===== config.mk =====
export PLATFORM = sky130hd
export DESIGN_NAME = seq_logic_alu
export DESIGN_NICKNAME = d
export VERILOG_FILES = /design/src/rtl/seq_logic_alu.sv
export SDC_FILE = /design/constraint.sdc
export NUM_CORES = 1
export LEC_CHECK = 0
export ABC_AREA = 1
export BUFFER_PORTS_ARGS = -buffer_cell sky130_fd_sc_hd__clkbuf_2
export CAP_MARGIN = 10
export CORE_ASPECT_RATIO = 0.5
export CORE_MARGIN = 2
export CORE_UTILIZATION = 45
export CTS_CLUSTER_DIAMETER = 60
export DETAILED_ROUTE_END_ITERATION = 10
export PLACE_DENSITY = 0.66
export SYNTH_ARGS = -nofsm -noshare
export SYNTH_HDL_FRONTEND = slang
export SYNTH_SLANG_ARGS = --single-unit

===== constraint.sdc =====
create_clock -name clk -period 1.82 [get_ports clk]
set_clock_uncertainty 0.2 [all_clocks]
set_input_delay 0.273 -clock clk [delete_from_list [all_inputs] [get_ports clk]]
set_output_delay 0.273 -clock clk [all_outputs]
set_load 0.05 [all_outputs]

===== src/rtl/seq_logic_alu.sv =====
// -----------------------------------------------------------------------------
// seq_logic_alu
//
// Sequential logic/shift unit with a start/busy/done handshake. Logic and
// unary ops complete one cycle after acceptance. Shifts step one bit per
// cycle, with the distance clamped to N. result and the flags are registered
// and change only on the cycle done is high.
//
// Ports
//   clk     in   rising-edge clock
//   rst     in   asynchronous, active-high reset
//   start   in   operation request, accepted only while busy = 0
//   op      in   3-bit opcode:
//                  000 AND, 001 OR, 010 XOR, 011 SHR, 100 SHL,
//                  101 ASR, 110 NOT a, 111 MOV a
//   a       in   N-bit operand A (also the shift source)
//   b       in   N-bit operand B (also the unsigned shift distance)
//   busy    out  high while a shift is iterating
//   done    out  high on the cycle result/flags were updated
//   result  out  N-bit registered result
//   flag_z  out  result == 0
//   flag_n  out  result MSB
//   flag_c  out  last bit shifted out (0 for non-shift ops)
// -----------------------------------------------------------------------------
module seq_logic_alu #(
    parameter int N = 4
) (
    input  logic         clk,
    input  logic         rst,
    input  logic         start,
    input  logic [2:0]   op,
    input  logic [N-1:0] a,
    input  logic [N-1:0] b,
    output logic         busy,
    output logic         done,
    output logic [N-1:0] result,
    output logic         flag_z,
    output logic         flag_n,
    output logic         flag_c
);

    // The counter must hold values 0..N.
    localparam int CW = $clog2(N + 1);
    localparam logic [N-1:0]  N_B   = N'(N);
    localparam logic [CW-1:0] N_CNT = CW'(N);

    localparam logic [2:0] OP_AND = 3'b000;
    localparam logic [2:0] OP_OR  = 3'b001;
    localparam logic [2:0] OP_XOR = 3'b010;
    localparam logic [2:0] OP_SHR = 3'b011;
    localparam logic [2:0] OP_SHL = 3'b100;
    localparam logic [2:0] OP_ASR = 3'b101;
    localparam logic [2:0] OP_NOT = 3'b110;
    localparam logic [2:0] OP_MOV = 3'b111;

    typedef enum logic [1:0] {
        S_IDLE  = 2'd0,
        S_SHIFT = 2'd1,
        S_DONE  = 2'd2
    } state_t;

    state_t         r_state;
    state_t         w_next;

    logic [2:0]     r_op;
    logic [N-1:0]   r_sh;
    logic [CW-1:0]  r_cnt;
    logic [N-1:0]   r_result;
    logic           r_flag_z;
    logic           r_flag_n;
    logic           r_flag_c;

    logic           w_accept;
    logic           w_is_shift;
    logic [CW-1:0]  w_cnt_init;
    logic [N-1:0]   w_logic;
    logic [N-1:0]   w_sh_next;
    logic           w_sh_out;

    // Non-shift opcodes. Shift opcodes never reach the result through this
    // function, so they fall through to a pass-through.
    function automatic logic [N-1:0] f_logic(input logic [2:0] f_op,
                                             input logic [N-1:0] f_a,
                                             input logic [N-1:0] f_b);
        logic [N-1:0] v;
        case (f_op)
            OP_AND:  v = f_a & f_b;
            OP_OR:   v = f_a | f_b;
            OP_XOR:  v = f_a ^ f_b;
            OP_NOT:  v = ~f_a;
            OP_MOV:  v = f_a;
            default: v = f_a;
        endcase
        return v;
    endfunction

    // A start arriving during SHIFT is dropped without latching anything.
    assign w_accept   = start && (r_state != S_SHIFT);
    assign w_is_shift = (op == OP_SHR) || (op == OP_SHL) || (op == OP_ASR);
    // Distances of N or more collapse to N steps. When b < N, b also fits in CW bits.
    assign w_cnt_init = (b >= N_B) ? N_CNT : b[CW-1:0];
    assign w_logic    = f_logic(op, a, b);

    // One-bit step of the shift register, using the latched opcode.
    always_comb begin
        w_sh_next = r_sh;
        w_sh_out  = 1'b0;
        case (r_op)
            OP_SHL: begin
                w_sh_next = {r_sh[N-2:0], 1'b0};
                w_sh_out  = r_sh[N-1];
            end
            OP_ASR: begin
                w_sh_next = {r_sh[N-1], r_sh[N-1:1]};
                w_sh_out  = r_sh[0];
            end
            default: begin
                w_sh_next = {1'b0, r_sh[N-1:1]};
                w_sh_out  = r_sh[0];
            end
        endcase
    end

    // State register
    always_ff @(posedge clk or posedge rst) begin
        if (rst) begin
            r_state <= S_IDLE;
        end else begin
            r_state <= w_next;
        end
    end

    // Next-state logic
    always_comb begin
        w_next = r_state;
        case (r_state)
            S_IDLE, S_DONE: begin
                if (w_accept) begin
                    if (w_is_shift && (w_cnt_init != '0)) begin
                        w_next = S_SHIFT;
                    end else begin
                        w_next = S_DONE;
                    end
                end else begin
                    w_next = S_IDLE;
                end
            end
            S_SHIFT: begin
                // r_cnt is never 0 in SHIFT. The step with r_cnt == 1 is the last one.
                if (r_cnt == CW'(1)) begin
                    w_next = S_DONE;
                end else begin
                    w_next = S_SHIFT;
                end
            end
            default: w_next = S_IDLE;
        endcase
    end

    // Output logic
    always_comb begin
        busy = 1'b0;
        done = 1'b0;
        case (r_state)
            S_SHIFT: busy = 1'b1;
            S_DONE:  done = 1'b1;
            default: begin
                busy = 1'b0;
                done = 1'b0;
            end
        endcase
    end

    // Datapath: operand latches, shift register, counter, result and flags.
    always_ff @(posedge clk or posedge rst) begin
        if (rst) begin
            r_op     <= '0;
            r_sh     <= '0;
            r_cnt    <= '0;
            r_result <= '0;
            r_flag_z <= 1'b1;
            r_flag_n <= 1'b0;
            r_flag_c <= 1'b0;
        end else if (w_accept) begin
            r_op  <= op;
            r_sh  <= a;
            r_cnt <= w_is_shift ? w_cnt_init : '0;
            if (!w_is_shift) begin
                r_result <= w_logic;
                r_flag_z <= (w_logic == '0);
                r_flag_n <= w_logic[N-1];
                r_flag_c <= 1'b0;
            end else if (w_cnt_init == '0) begin
                // Zero-distance shift completes at once with the source unchanged.
                r_result <= a;
                r_flag_z <= (a == '0);
                r_flag_n <= a[N-1];
                r_flag_c <= 1'b0;
            end
        end else if (r_state == S_SHIFT) begin
            r_sh  <= w_sh_next;
            r_cnt <= r_cnt - CW'(1);
            if (r_cnt == CW'(1)) begin
                r_result <= w_sh_next;
                r_flag_z <= (w_sh_next == '0);
                r_flag_n <= w_sh_next[N-1];
                r_flag_c <= w_sh_out;
            end
        end
    end

    assign result = r_result;
    assign flag_z = r_flag_z;
    assign flag_n = r_flag_n;
    assign flag_c = r_flag_c;

endmodule


# Word-level counts from Yosys, hierarchy flattened
# Cells that the tools add are included.
# op_classes
addsub	1
multipliers	0
div	0
n_lt_le_gt_ge	1
eq_ne	13
shift	0
muxes	35
bitwise	4
reduce_logical	15
# op_table
operator	count
2-to-1 mux 4 bit	7
2-to-1 mux 1 bit	18
case mux 4 bit (4 select lines)	1
equality test 3 bit, second input constant	5
logical NOT 4 bit	3
2-to-1 mux 3 bit	4
case mux 4 bit (2 select lines)	1
equality test 3 x 1 -> 1 bit, second input constant	2
equality test 3 x 2 -> 1 bit, second input constant	2
logical NOT 3 bit	2
2-to-1 mux 2 bit	3
bitwise AND 4 bit	1
greater-or-equal comparator 4 x 3 -> 1 bit, second input constant	1
NOT 4 bit	1
bitwise OR 4 bit	1
case mux 2 bit (2 select lines)	1
nonzero test 2 bit	2
XOR 4 bit	1
inequality test 3 x 2 -> 1 bit, second input constant	1
AND reduction 3 bit	1
nonzero test 3 bit	1
subtractor 3 x 1 -> 3 bit, second input constant	1
equality test 2 x 1 -> 1 bit, second input constant	1
equality test 2 bit, second input constant	1
other kinds (5)	7
# word_totals
reg_bits	19
latch_bits	0
mem_bits_rw	0
mem_bits_ro	0
in_bits	14
out_inout_bits	9
elab_cells	77
mem_count	0

# Longest topological paths before layout
# logic_depth
depth_word	7
ltp_mapped	10
depth_no_buf	10

# Worst setup path before layout
# OpenSTA, ideal clock, no wires.
# synth_path
path_kind	reg2reg
start	register r_state[1]
end	register r_flag_c, in the netlist flag_c
setup_time_ps	128
arrival_ps	1369
t_required_ps	1492
path_slack_ps	123
stages_incl_launch_ff	9
n_path_buf	0
cell_sequence	dfrtp_1 -> inv_1 -> nand2_4 -> inv_1 -> nand2_1 -> nand2_4 -> inv_4 -> nand2_1 -> o21ai_0
# synth_via
elab_chain_cells	4
word_cells_on_any_way	8
cone_classes	eq/ne: 3; mux: 1; reduce/logical: 4
# synth_rtl
item	line_no	source
start: declaration	62	state_t r_state;
start signal: assignment	129	r_state <= w_next;
inequality test 2 x 1 -> 1 bit	98	assign w_accept = start && (r_state != S_SHIFT);
logical AND 1 bit	98	
inequality test 3 x 2 -> 1 bit (no source line) / nonzero test 2 bit (equally long branches)	n/a	
AND reduction 3 bit (no source line)	n/a	
end signal: assignment	207	r_flag_c <= w_sh_out;
end: declaration	71	logic r_flag_c;
# Several ways; a longest one is shown, not always the timed one.
# A chain may end at the register's enable or synchronous reset.

# Worst setup path after layout
# layout_path
start	register r_state[1]
end	output busy
# layout_via
elab_chain_cells	2
# layout_rtl
item	line_no	source
equality test 2 x 1 -> 1 bit	164	case (r_state)
2-to-1 mux 1 bit	164	
end: declaration	34	output logic busy,
# Every way passes these cells.

==> reports/metrics.cfg <==
[timing]
drv_slew = 0
tightest_slew_ns = 0.3423
setup_ws_ns = 0.1136
period_minus_slack_ns = 1.706
rsz0062_at_grt = false
finalCritPeriodShare_pct = 93.76
setup_viol = 0
timing.fmax_mhz = 586.0
hold_viol_final = 0
setup_tns_ns = 0
relSlewSlack_pct = 77.15

[drt]
ant_nets = 0
drt_iter0_drc = 97
dr.pass1.iters = 5
wirelength_um = 3029
drc = 0
vias_per_cell = 5.098
routedWlPerCell_um = 12.41
vias = 1244

[setup_path]
critical_path.cell_chain = inv_1 -> nand2_4 -> inv_1 -> clkbuf_2
start_kind = register
crit_family = buffers and inverters
worst_setup_path_end_kind = primary output
cp.required_ns = 1.35
crit_fanout = 8
worstPathArrival_ns = 1.23
crit_buf_inv = 3
max_stage_delay_ns = 0.36
criticalPathCategory = reg2out
critPathSlowestCell = dfrtp_1
cp_common_cell = inv_1

[cts]
clk_pin_slew_ns = 0.07
clkSinkCount = 18
root_buffer = clkbuf_8
cts_setup_buffers = 0
cts_buffers = 3
cts_tree = yes
clk_latency_ns = 0.26
post_cts_resized = 0
clockBufferDepth = 2
ctsHtreeMaxLevel = 1
hold_buffers = 1

[logic_synthesis]
netlist_area_sq_um = 1321
synth_cell_type_count = 27
ys_seq_elements = 18
ys_warn_count = 0
netlist.area_leader.share_pct = 32.20
yosys-top-cells-area = dfrtp_1 (32%), nand2_1 (13%), ha_1 (9.5%)
synthFlopType = dfrtp_1
synthArstFlopShare_pct = 100.0
syn_inst = 182
syn_nets = 206
synth_area_per_cell_sq_um = 7.260
synth_top_cell_by_area = dfrtp_1
synth-edff-count = 0
ys_seq_area_share_pct = 34.19

[hold_path]
min_path_type = in2reg

[placed_design]
placed_area_sq_um = 1465
dp_slack_ns = 0.07840
numPortBuffers = 22
gp_congestion = 0.8842
dp_hpwl_um = 2422

[global_route]
grt_max_degree = 19
antenna_found_initial = 0
grt_pass1_wl_um = 4995
overflow = 0
track_usage_pct = 19.34
grt_pass1_vias = 1016

[cells_and_area]
syn2layout_area_growth_pct = 15.81
num-nets-final = 232
fillers = 258
utilization_pct = 57.02
n_antenna_cell = 0
drive_gt1_share_pct = 22.71
finalInstanceArea_sq_um = 1530

[floorplanning]
die_y_um = 42.32
coreArea_sq_um = 2684
initial_core_util_pct = 49.23
die_area_sq_um = 3412
rows = 13
ios = 23
fp.dieW_um = 80.63

[power_and_ir_drop]
p_leak_uw = 0.0008142
power-per-cell-area_nw_per_um2 = 1478
ir_drop_v = 0.0008088

[job]
max_cap_viol_count = 0

[status]
outcome = completed

==> cell type report <==
type                       instances  area, sq um  share of cell area [%]
multi-input combinational        135        745.7                   48.73
sequential                        18        451.7                   29.52
timing repair buffer              25        135.1                   8.831
inverter                          25        96.34                   6.296
clock buffer                       4        55.05                   3.598
tap                               37        46.29                   3.025
==> synth_stat cells, drive strengths merged (3+ instances only) <==
| master | count |
|---|---|
| or2 | 3 |
| a21oi | 4 |
| nand3 | 17 |
| nor2 | 26 |
| nand2 | 51 |
| o21ai | 11 |
| inv | 25 |
| a31oi | 4 |
| buf | 4 |
| o221ai | 3 |
| ha | 10 |
| dfrtp | 17 |
==> worst reg2reg max path, stage by stage (launching register included) <==
cell and delay, ns:
dfrtp_1 0.40, nor2_1 0.10, nand2_1 0.16, o21ai_0 0.29, nand2_1 0.09, nor2_1 0.16
nor2_2 0.05, a21oi_2 0.12
==> layout by cell type (no fill, tap or decap), types with 2 or more instances in the layout <==
master    count
nand2_1      45
inv_1        23
clkbuf_2     22
nor2_1       21
nand3_1      17
dfrtp_1      17
ha_1         10
o21ai_0       9
nor2_2        4
a31oi_1       4
clkbuf_8      4
nand2_4       3
nand2_2       3
or2_2         3
o221ai_1      3
a21oi_1       3
o211ai_1      2
nand3b_1      2
buf_4         2
==> where the power goes <==
part	internal [uW]	leakage [uW]	total, uW	switching, uW
combinational	349	0.000568	1210	862
sequential	592	0.000217	721	128
clock	192	0.0000288	330	137
total	1130	0.000814	2260	1130
==> state kept, by name (all words and copies together) (netlist names) <==
signal and cells:
flag_c 1, r_op 3, r_cnt 3, r_sh 4
r_state 2, flag_z 1, result 4
==> final timing paths <==
path	to	depth (start not counted)	from	slack, ns
worst max-delay path	busy	4	r_state[1]	0.11
worst min-delay path	r_cnt[0]	3	b[0]	0.11
worst max register to register	flag_z	7	r_op[0]	0.18
worst min register to register	flag_c	2	flag_c	0.29
max in group asynchronous	flag_z	4	rst	0.80
min in group asynchronous	r_state[0]	4	rst	0.36
==> kinds of logic (layout without fill, tap and decap cells) <==
kind of cell	after synthesis	in the layout	synth area share, %
and+or+nand+nor	99	99	34.47
DFF	18	18	34.19
buffers and inverters	29	54	9.374
AOI/OAI and AO/OA	26	26	12.50
adders and majority gates	10	10	9.470
==> layer usage <==
layer | GRT usage (%) | routed length [um]
met1 | 32.62 | 1610
met2 | 23.83 | 1106
met3 | 3.879 | 297
met4 | 4.746 | 15
met5 | 0 | 0
==> metrics by stage <==
step	hold slack (ns)	power [uW]	cells
after floorplan	0.01084	1656	182
after global placement	0.08197	1924	239
after detailed placement	0.08386	1931	239
after CTS	0.1168	2266	244
after global routing	0.1474	2425	244
final	0.1103	2262	244
Power figures use the tool's default switching activity.
